File: src/rtl/stopwatch_pkg.sv
// Shared types and constants for the mm:ss count-up stopwatch.
package stopwatch_pkg;

  typedef enum logic [1:0] {
    IDLE   = 2'd0,
    RUN    = 2'd1,
    PAUSED = 2'd2,
    FULL   = 2'd3
  } state_t;

  localparam logic [3:0] DIG_MAX_U = 4'd9;
  localparam logic [3:0] DIG_MAX_T = 4'd5;
  localparam logic [6:0] MAX_MIN   = 7'd99;
  localparam logic [6:0] MAX_SEC   = 7'd59;

  typedef struct packed {
    logic [3:0] mt;
    logic [3:0] mu;
    logic [3:0] st;
    logic [3:0] su;
  } bcd_t;

  function automatic logic [6:0] sat7(input logic [6:0] v, input logic [6:0] max);
    return (v > max) ? max : v;
  endfunction

  // Two BCD digits to binary as t*8 + t*2 + u, so limits never need a divider.
  function automatic logic [6:0] bcd2bin(input logic [3:0] t, input logic [3:0] u);
    return (7'(t) << 3) + (7'(t) << 1) + 7'(u);
  endfunction

endpackage

File: src/rtl/sw_edge_det.sv
// Registered rising-edge pulse generator for one raw button level.
module sw_edge_det (
  input  logic clock,
  input  logic reset,
  input  logic btn,
  output logic pulse
);

  logic prev;

  always_ff @(posedge clock) begin
    if (!reset) begin
      prev  <= 1'b0;
      pulse <= 1'b0;
    end else begin
      prev  <= btn;
      pulse <= btn & ~prev;
    end
  end

endmodule

File: src/rtl/stopwatch.sv
// Count-up mm:ss stopwatch with start/pause/stop/lap and a programmable limit.
// Defining STOPWATCH_LAP_EN builds the lap capture register and display mux.
module stopwatch
  import stopwatch_pkg::*;
#(
  parameter int TICK_CONT = 100000000
) (
  input  logic       clock,
  input  logic       reset,
  input  logic       start,
  input  logic       pause,
  input  logic       stop,
  input  logic       lap,
  input  logic [6:0] lim_min,
  input  logic [6:0] lim_sec,
  output logic [5:0] d1,
  output logic [5:0] d2,
  output logic [5:0] d3,
  output logic [5:0] d4,
  output logic       running,
  output logic       done,
  output logic       tick
);

  localparam int            PW         = $clog2(TICK_CONT);
  localparam logic [PW-1:0] PRESC_LAST = PW'(TICK_CONT - 1);

  state_t        state, state_nxt;
  logic [PW-1:0] presc;
  bcd_t          cnt, cnt_inc, cnt_d, view, disp;
  logic [6:0]    lim_min_s, lim_sec_s, lim_min_q, lim_sec_q;
  logic          start_p, pause_p, stop_p, lap_p;
  logic          wrap, adv, inc, hit, fresh;

  sw_edge_det u_start (.clock(clock), .reset(reset), .btn(start), .pulse(start_p));
  sw_edge_det u_pause (.clock(clock), .reset(reset), .btn(pause), .pulse(pause_p));
  sw_edge_det u_stop  (.clock(clock), .reset(reset), .btn(stop),  .pulse(stop_p));
  sw_edge_det u_lap   (.clock(clock), .reset(reset), .btn(lap),   .pulse(lap_p));

  assign wrap  = (presc == PRESC_LAST);
  assign adv   = (state == RUN) && !stop_p && !pause_p;
  assign inc   = adv && wrap;
  assign fresh = ((state == IDLE) || (state == FULL)) && (state_nxt == RUN);

  // A zero limit means the full 99:59 range.
  always_comb begin
    lim_min_s = sat7(lim_min, MAX_MIN);
    lim_sec_s = sat7(lim_sec, MAX_SEC);
    if ((lim_min_s == 7'd0) && (lim_sec_s == 7'd0)) begin
      lim_min_s = MAX_MIN;
      lim_sec_s = MAX_SEC;
    end
  end

  always_ff @(posedge clock) begin
    if (fresh) begin
      lim_min_q <= lim_min_s;
      lim_sec_q <= lim_sec_s;
    end
  end

  always_comb begin
    cnt_inc = cnt;
    if (cnt.su != DIG_MAX_U) begin
      cnt_inc.su = cnt.su + 4'd1;
    end else begin
      cnt_inc.su = 4'd0;
      if (cnt.st != DIG_MAX_T) begin
        cnt_inc.st = cnt.st + 4'd1;
      end else begin
        cnt_inc.st = 4'd0;
        if (cnt.mu != DIG_MAX_U) begin
          cnt_inc.mu = cnt.mu + 4'd1;
        end else begin
          cnt_inc.mu = 4'd0;
          cnt_inc.mt = cnt.mt + 4'd1;
        end
      end
    end
  end

  assign hit = (bcd2bin(cnt_inc.mt, cnt_inc.mu) == lim_min_q) &&
               (bcd2bin(cnt_inc.st, cnt_inc.su) == lim_sec_q);

  always_ff @(posedge clock) begin
    if (!reset) state <= IDLE;
    else        state <= state_nxt;
  end

  always_comb begin
    state_nxt = state;
    unique case (state)
      IDLE:   if (!stop_p && start_p) state_nxt = RUN;
      RUN:    if (stop_p)                  state_nxt = IDLE;
              else if (pause_p)            state_nxt = PAUSED;
              else if (inc && hit)         state_nxt = FULL;
      PAUSED: if (stop_p)                  state_nxt = IDLE;
              else if (pause_p || start_p) state_nxt = RUN;
      FULL:   if (stop_p)                  state_nxt = IDLE;
              else if (start_p)            state_nxt = RUN;
    endcase
  end

  always_comb begin
    running = (state == RUN);
    done    = (state == FULL);
    tick    = inc;
  end

  always_ff @(posedge clock) begin
    if (!reset)                   presc <= '0;
    else if (fresh)               presc <= '0;
    else if (state_nxt == IDLE)   presc <= '0;
    else if (adv)                 presc <= wrap ? '0 : presc + PW'(1);
  end

  always_comb begin
    cnt_d = cnt;
    if (fresh)    cnt_d = '0;
    else if (inc) cnt_d = cnt_inc;
  end

`ifdef STOPWATCH_LAP_EN
  bcd_t lap_q, lap_d;
  logic hold, hold_d, lap_take;

  assign lap_take = lap_p && !stop_p && !pause_p && !start_p;

  always_comb begin
    hold_d = hold;
    lap_d  = lap_q;
    if ((state_nxt == IDLE) || fresh) begin
      hold_d = 1'b0;
    end else if (lap_take) begin
      if (hold) begin
        hold_d = 1'b0;
      end else if (state == RUN) begin
        hold_d = 1'b1;
        lap_d  = cnt;
      end
    end
  end

  always_ff @(posedge clock) begin
    if (!reset) hold <= 1'b0;
    else        hold <= hold_d;
    lap_q <= lap_d;
  end

  assign view = hold_d ? lap_d : cnt_d;
`else
  logic unused_lap_p;
  assign unused_lap_p = lap_p;
  assign view = cnt_d;
`endif

  always_ff @(posedge clock) begin
    if (!reset) begin
      cnt  <= '0;
      disp <= '0;
    end else begin
      cnt  <= cnt_d;
      disp <= view;
    end
  end

  assign d1 = {1'b1, disp.su, 1'b0};
  assign d2 = {1'b1, disp.st, 1'b0};
  assign d3 = {1'b1, disp.mu, 1'b0};
  assign d4 = {1'b1, disp.mt, 1'b0};

endmodule
File: config.mk
export PLATFORM = sky130hd
export DESIGN_NAME = stopwatch
export DESIGN_NICKNAME = d
export VERILOG_FILES = /design/src/rtl/stopwatch_pkg.sv /design/src/rtl/sw_edge_det.sv /design/src/rtl/stopwatch.sv
export SDC_FILE = /design/constraint.sdc
export NUM_CORES = 1
export LEC_CHECK = 0
export ABC_CLOCK_PERIOD_IN_PS = 5550
export CORE_MARGIN = 8
export CORE_UTILIZATION = 35
export DETAILED_ROUTE_END_ITERATION = 16
export PLACE_DENSITY = 0.61
export SYNTH_ARGS = -nofsm -noshare
export SYNTH_HDL_FRONTEND = slang
export SYNTH_SLANG_ARGS = --single-unit
File: constraint.sdc
create_clock -name clock -period 5.55 [get_ports clock]
set_input_delay 1.11 -clock clock [delete_from_list [all_inputs] [get_ports clock]]
set_output_delay 1.11 -clock clock [all_outputs]
set_load 0.02 [all_outputs]
==> flow_metrics.tcl, run 1 <==
set metrics [dict create \
    rows 39 \
    cts.path.max_buffers 2 \
    fmax_mhz 203 \
    netlist_instances 455 \
    nNetsFinal 541 \
    fin_skew_ps 9.75 \
    crit_arrival_ps 4960 \
    ant_nets 0 \
    final_cell_mix "dfxtp_1, clkdlybuf4s50_1, a21oi_1" \
    cts_setup_buffers 0 \
    viasPerCell 5.11 \
    worstPathMaxFanout 14 \
    final_hold_viol_count 0 \
    p_leak_nw 1.87 \
    drcViolationCount 0 \
    avgRoutedWirePerCell_um 13.8 \
    max-cap-violations 0 \
    synth_area_um2 4100 \
    cts_root_buf "clkbuf_16" \
    globalRouteOverflowTotal 0 \
    drtPass1Iterations 6 \
    status "complete, no violations" \
    synth-seq-cells 65 \
    drt_iter0_drc 177 \
    cts_tree "yes" \
    grt_usage 0.116 \
    slowest_delay_ps 500 \
    async_flop_share 0 \
    die_width_um 124 \
    synth_enable_flop_cells 14 \
    synth-seq-area-share 0.352 \
    grt_first_pass_wirelength_um 14900 \
    slew_violations 0 \
    required_ps 5580 \
    synth_top_flop_cell "dfxtp_1" \
    yosysWarnings 0 \
    period_needed_ps 4930 \
    crit_chain "ha_1, and3b_1, nand2_1, nor2_1, mux2_2, ha_1, ha_1, fa_1, xnor2_1, nand3_1, nor4b_1, nand4_1, nor4b_4, or2_1, and2_1, buf_4" \
    insertedDiodeCount 0 \
    cts.clk_slew.worst_paths_ps 60 \
    start_util 0.359 \
    vdd_drop_max_mv 0.218 \
    syn_to_final_growth_pct 19.3 \
    die-height_um 124 \
    cts_resized 0 \
    slew_headroom 0.449 \
    final_common_cell "dfxtp_1" \
    port_buffers 37 \
    rsz0062_at_grt "false" \
    crit_type "register to register" \
    cp_slowest_cell "nor4b_1" \
    multi_input_area_um2 2480 \
    endpoint_kind "register" \
    layout-drive-gt1-share 0.0884 \
    dpl.hpwl_um 6660 \
    powerDensity_nw_per_um2 271 \
    setup_viol 0 \
    vias 3276 \
    hp-class "register to register" \
    place_congestion 0.803 \
    cts_buffers 9 \
    coreArea_um2 11400 \
    yosysUniqueCellTypes 58 \
    fill_cells 1140 \
    antenna_found_initial 0 \
    cp-start-kind "register" \
    path_buf_inv 1 \
    insertion_delay_ps 340 \
    grt_pass1_vias 3253 \
    post-route-period-util 0.888 \
    fin_setup_tns_ps 0 \
    wirelength_um 8870 \
    ctsHoldBuffers 0 \
    grt_max_degree 31 \
    worst_pin_slew_ps 825 \
    seq_area_um2 1440 \
    crit_family "simple AND/OR/NAND/NOR gates" \
    path_common_cell "ha_1" \
    htree_levels 3 \
    avgSynthCellArea_um2 9.01 \
    dieArea_um2 15400 \
    fin_total_pwr_mw 1.33 \
    whs_ps 384 \
    cts.sink_count 65 \
    io_pins 47 \
]
worst paths after layout:
path / startpoint / to / slack [ps] / cells past startpoint
max: d2[1] / lim_sec_q[2] / 620 / 16
min: u_start.prev / u_start.pulse / 380 / 1
max reg2reg: d2[1] / lim_sec_q[2] / 620 / 16
min reg2reg: u_start.prev / u_start.pulse / 380 / 1
area by class of cell:
cell class	instances	area share
multi-input combinational	352	0.507
clock buffer	11	0.0519
inverter	21	0.0161
timing repair buffer	44	0.0864
clock inverter	5	0.00742
sequential	65	0.295
tap	143	0.0366
where the power goes:
| group | internal, mW | switching, mW | leakage (nW) |
|---|---|---|---|
| Sequential | 0.527 | 0.0161 | 0.541 |
| Clock | 0.331 | 0.218 | 0.142 |
| Combinational | 0.0877 | 0.146 | 1.19 |
registers in the layout (all words and copies together), names as in the netlist, 2 cells and up:
name	count
presc	27
d3	4
d1	4
state	2
d2	4
lim_min_q	7
d4	4
lim_sec_q	7
cell families (layout without fill, tap and decap cells):
logic type                 count (synthesis)  in the layout  synth area share
adders and majority gates                 28             28            0.0928
xor gates and xnor gates                  49             49             0.107
muxes                                      4              4            0.0107
AOI/OAI and AO/OA                         78             78             0.117
and+or+nand+nor                          184            184             0.269
DFF                                       65             65             0.352
other                                      2              9           0.00183
buffers and inverters                     45             81            0.0513
layer usage:
layer  GRT usage  share of wire  wire (um)  up-vias
li1            -              -          -     1673
met1       0.127           0.44       3920     1538
met4      0.0503          0.015        137        0
met3      0.0400          0.043        384       12
met2       0.200           0.50       4430       53
met5           0              0          0        -
cell usage after synthesis, types with 3 or more instances:
| master | instances | area share |
|---|---|---|
| xnor2_1 | 29 | 0.062 |
| nand2_1 | 33 | 0.030 |
| nor4b_1 | 3 | 0.0064 |
| buf_2 | 3 | 0.0037 |
| nor2_1 | 23 | 0.021 |
| xor2_1 | 19 | 0.041 |
| nor3_1 | 11 | 0.013 |
| and3b_1 | 4 | 0.0085 |
| and3_1 | 6 | 0.0092 |
| a22oi_1 | 3 | 0.0055 |
| a21oi_1 | 35 | 0.043 |
| dfxtp_1 | 51 | 0.25 |
| inv_1 | 21 | 0.019 |
| and4_1 | 3 | 0.0064 |
| clkbuf_1 | 11 | 0.010 |
| mux2_2 | 3 | 0.0082 |
| nand3_1 | 31 | 0.038 |
| nand3b_1 | 3 | 0.0055 |
| o22ai_1 | 3 | 0.0046 |
| nand2b_1 | 13 | 0.020 |
| o211ai_1 | 11 | 0.020 |
| edfxtp_1 | 14 | 0.10 |
| a21o_1 | 4 | 0.0073 |
| buf_4 | 10 | 0.018 |
| and2_1 | 8 | 0.012 |
| fa_1 | 4 | 0.020 |
| nor4b_2 | 3 | 0.011 |
| nor2b_1 | 6 | 0.0092 |
| nor3b_1 | 4 | 0.0073 |
| nand4_1 | 9 | 0.014 |
| or2_2 | 7 | 0.011 |
| nor4_1 | 5 | 0.0076 |
| o21ai_0 | 9 | 0.011 |
| ha_1 | 24 | 0.073 |
through the flow:
step            util  cell area (um2)  instances  setup slack [ps]
3_3_place_gp   0.403             4600        625               700
2_1_floorplan      -             4130        462               716
3_5_place_dp   0.403             4600        625               657
5_1_grt        0.428             4890        641               231
4_1_cts        0.428             4890        641               632
6_report       0.428             4890        641               622
(Power assumes the default switching activity.)
==> run 2, diff against run 1 <==
--- a/config.mk
+++ b/config.mk
@@ -8,8 +8,10 @@
 export ABC_CLOCK_PERIOD_IN_PS = 5550
 export CORE_MARGIN = 8
 export CORE_UTILIZATION = 35
+export CTS_CLUSTER_SIZE = 16
 export DETAILED_ROUTE_END_ITERATION = 16
 export PLACE_DENSITY = 0.61
+export SLEW_MARGIN = 10
 export SYNTH_ARGS = -nofsm -noshare
 export SYNTH_HDL_FRONTEND = slang
 export SYNTH_SLANG_ARGS = --single-unit
==> results of run 2 <==
Same layout as run 1: the final DEF is identical, and so are final timing and power.
==> run 3, diff against run 2 <==
--- a/config.mk
+++ b/config.mk
@@ -8,8 +8,10 @@
 export ABC_CLOCK_PERIOD_IN_PS = 5550
 export CORE_MARGIN = 8
 export CORE_UTILIZATION = 35
+export CTS_BUF_LIST = sky130_fd_sc_hd__clkbuf_4 sky130_fd_sc_hd__clkbuf_8 sky130_fd_sc_hd__clkbuf_16
 export CTS_CLUSTER_SIZE = 16
 export DETAILED_ROUTE_END_ITERATION = 16
+export HOLD_SLACK_MARGIN = 0.12
 export PLACE_DENSITY = 0.61
 export SLEW_MARGIN = 10
 export SYNTH_ARGS = -nofsm -noshare
==> flow_metrics.tcl, run 3 (synthesized netlist as in run 1, its figures left out) <==
set metrics [dict create \
    crit_chain "ha_1, and3b_1, nand2_1, nor2_1, mux2_2, ha_1, ha_1, fa_1, xnor2_1, nand3_1, nor4b_1, nand4_1, nor4b_4, or2_1, and2_1, buf_4" \
    layout-drive-gt1-share 0.0904 \
    power.internal_mw 0.950 \
    dpl.hpwl_um 6660 \
    drcViolationCount 0 \
    required_ps 5580 \
    final_hold_viol_count 0 \
    nNetsFinal 541 \
    wirelength_um 8870 \
    endpoint_kind "register" \
    die_width_um 124 \
    dr_wl_met2_um 4440 \
    path_common_cell "ha_1" \
    top_layer_used "met4" \
    final_common_cell "dfxtp_1" \
    drtPass1Iterations 6 \
    largest_register_ffs 27 \
    crit_arrival_ps 4950 \
    ant_nets 0 \
    max-cap-violations 0 \
    crit_type "register to register" \
    fin_skew_ps 9.80 \
    cp_slowest_cell "nor4b_1" \
    place_congestion 0.803 \
    post-route-period-util 0.887 \
    final_cell_mix "dfxtp_1, clkdlybuf4s50_1, a21oi_1" \
    rsz0062_at_grt "false" \
    insertedDiodeCount 0 \
    slew_violations 0 \
    cts_setup_buffers 0 \
    cts_tree "yes" \
    worstPathMaxFanout 14 \
    avgRoutedWirePerCell_um 13.8 \
    final_area_um2 4900 \
    comb_power_share 0.176 \
    antenna_found_initial 0 \
    cts.clk_slew.worst_paths_ps 60 \
    slew_headroom 0.449 \
    cp-start-kind "register" \
    grt_usage 0.116 \
    regMostFlops "presc" \
    start_util 0.359 \
    p_leak_nw 1.87 \
    met3_length_um 381 \
    status "complete, no violations" \
    sw_frac_of_total 0.285 \
    fin_setup_tns_ps 0 \
    drt-met1-wl_um 3920 \
    vias 3275 \
    fmax_mhz 203 \
    ctsHoldBuffers 0 \
    cts_root_buf "clkbuf_16" \
    grt_pass1_vias 3253 \
    rows 39 \
    insertion_delay_ps 340 \
    setup_viol 0 \
    top_regs "presc: 27 flops, lim_min_q: 7 flops, lim_sec_q: 7 flops" \
    switchingPower_mw 0.379 \
    worst_pin_slew_ps 825 \
    worst_slack_ps 624 \
    grt_first_pass_wirelength_um 14900 \
    period_needed_ps 4930 \
    cts_resized 0 \
    globalRouteOverflowTotal 0 \
    cts.path.max_buffers 2 \
    seqPwrFrac 0.408 \
    hp-class "register to register" \
    viasPerCell 5.11 \
    drt_iter0_drc 180 \
    vdd_drop_max_mv 0.218 \
    grt_max_degree 31 \
    syn_to_final_growth_pct 19.4 \
    cts.sink_count 65 \
    htree_levels 3 \
    placed_area_um2 4600 \
    cts_buffers 9 \
    coreArea_um2 11400 \
    port_buffers 37 \
    die-height_um 124 \
    clkPwrFrac 0.416 \
    dieArea_um2 15400 \
    powerDensity_nw_per_um2 272 \
    slowest_delay_ps 500 \
    io_pins 47 \
    place_ws_ps 657 \
]
[run 3: cell counts in the layout (fill, tap and decap cells not counted)]
Identical to the previous run, type by type.
[run 3: path summary, 6_finish.rpt]
path | endpoint | slack, ps | depth (start not counted) | start
hold / removal | u_start.pulse | 380 | 1 | u_start.prev
setup / recovery | lim_sec_q[2] | 620 | 16 | d2[1]
setup reg to reg | lim_sec_q[2] | 620 | 16 | d2[1]
hold reg to reg | u_start.pulse | 380 | 1 | u_start.prev
[run 3: power groups by stage]
stage	clock [mW]	sequential, mW	combinational (mW)
5_1_grt	0.587	0.546	0.255
3_5_place_dp	0	0.553	0.236
6_report	0.553	0.543	0.234
3_3_place_gp	0	0.553	0.235
2_1_floorplan	0	0.550	0.178
4_1_cts	0.573	0.543	0.236
[run 3: worst max-delay path, delay by kind of cell (launching register included)]
| kind | cells | cell delay [ps] |
|---|---|---|
| and+or+nand+nor | 9 | 2170 |
| adders and majority gates | 4 | 1210 |
| DFF | 1 | 440 |
| muxes | 1 | 420 |
| buffers and inverters | 1 | 210 |
| xor gates and xnor gates | 1 | 180 |
[run 3: through the flow]
step | hold WS, ps | utilization | cells | power (mW)
detailed placement | 381 | 0.403 | 625 | 0.789
CTS | 390 | 0.429 | 641 | 1.35
global route | 408 | 0.429 | 641 | 1.39
floorplan | 367 | - | 462 | 0.728
global placement | 374 | 0.403 | 625 | 0.788
finish | 384 | 0.429 | 641 | 1.33
[run 3: area by class of cell]
class | instances | area (um2)
clock buffer | 11 | 258
clock inverter | 5 | 36.3
fill | 1141 | 6520
inverter | 21 | 78.8
multi-input combinational | 352 | 2480
sequential | 65 | 1440
tap | 143 | 179
timing repair buffer | 44 | 423
[run 3: per-layer routing]
| layer | global-route usage | up-vias |
|---|---|---|
| li1 | - | 1673 |
| met1 | 0.127 | 1539 |
| met2 | 0.200 | 51 |
| met3 | 0.0400 | 12 |
| met4 | 0.0503 | 0 |
| met5 | 0 | - |
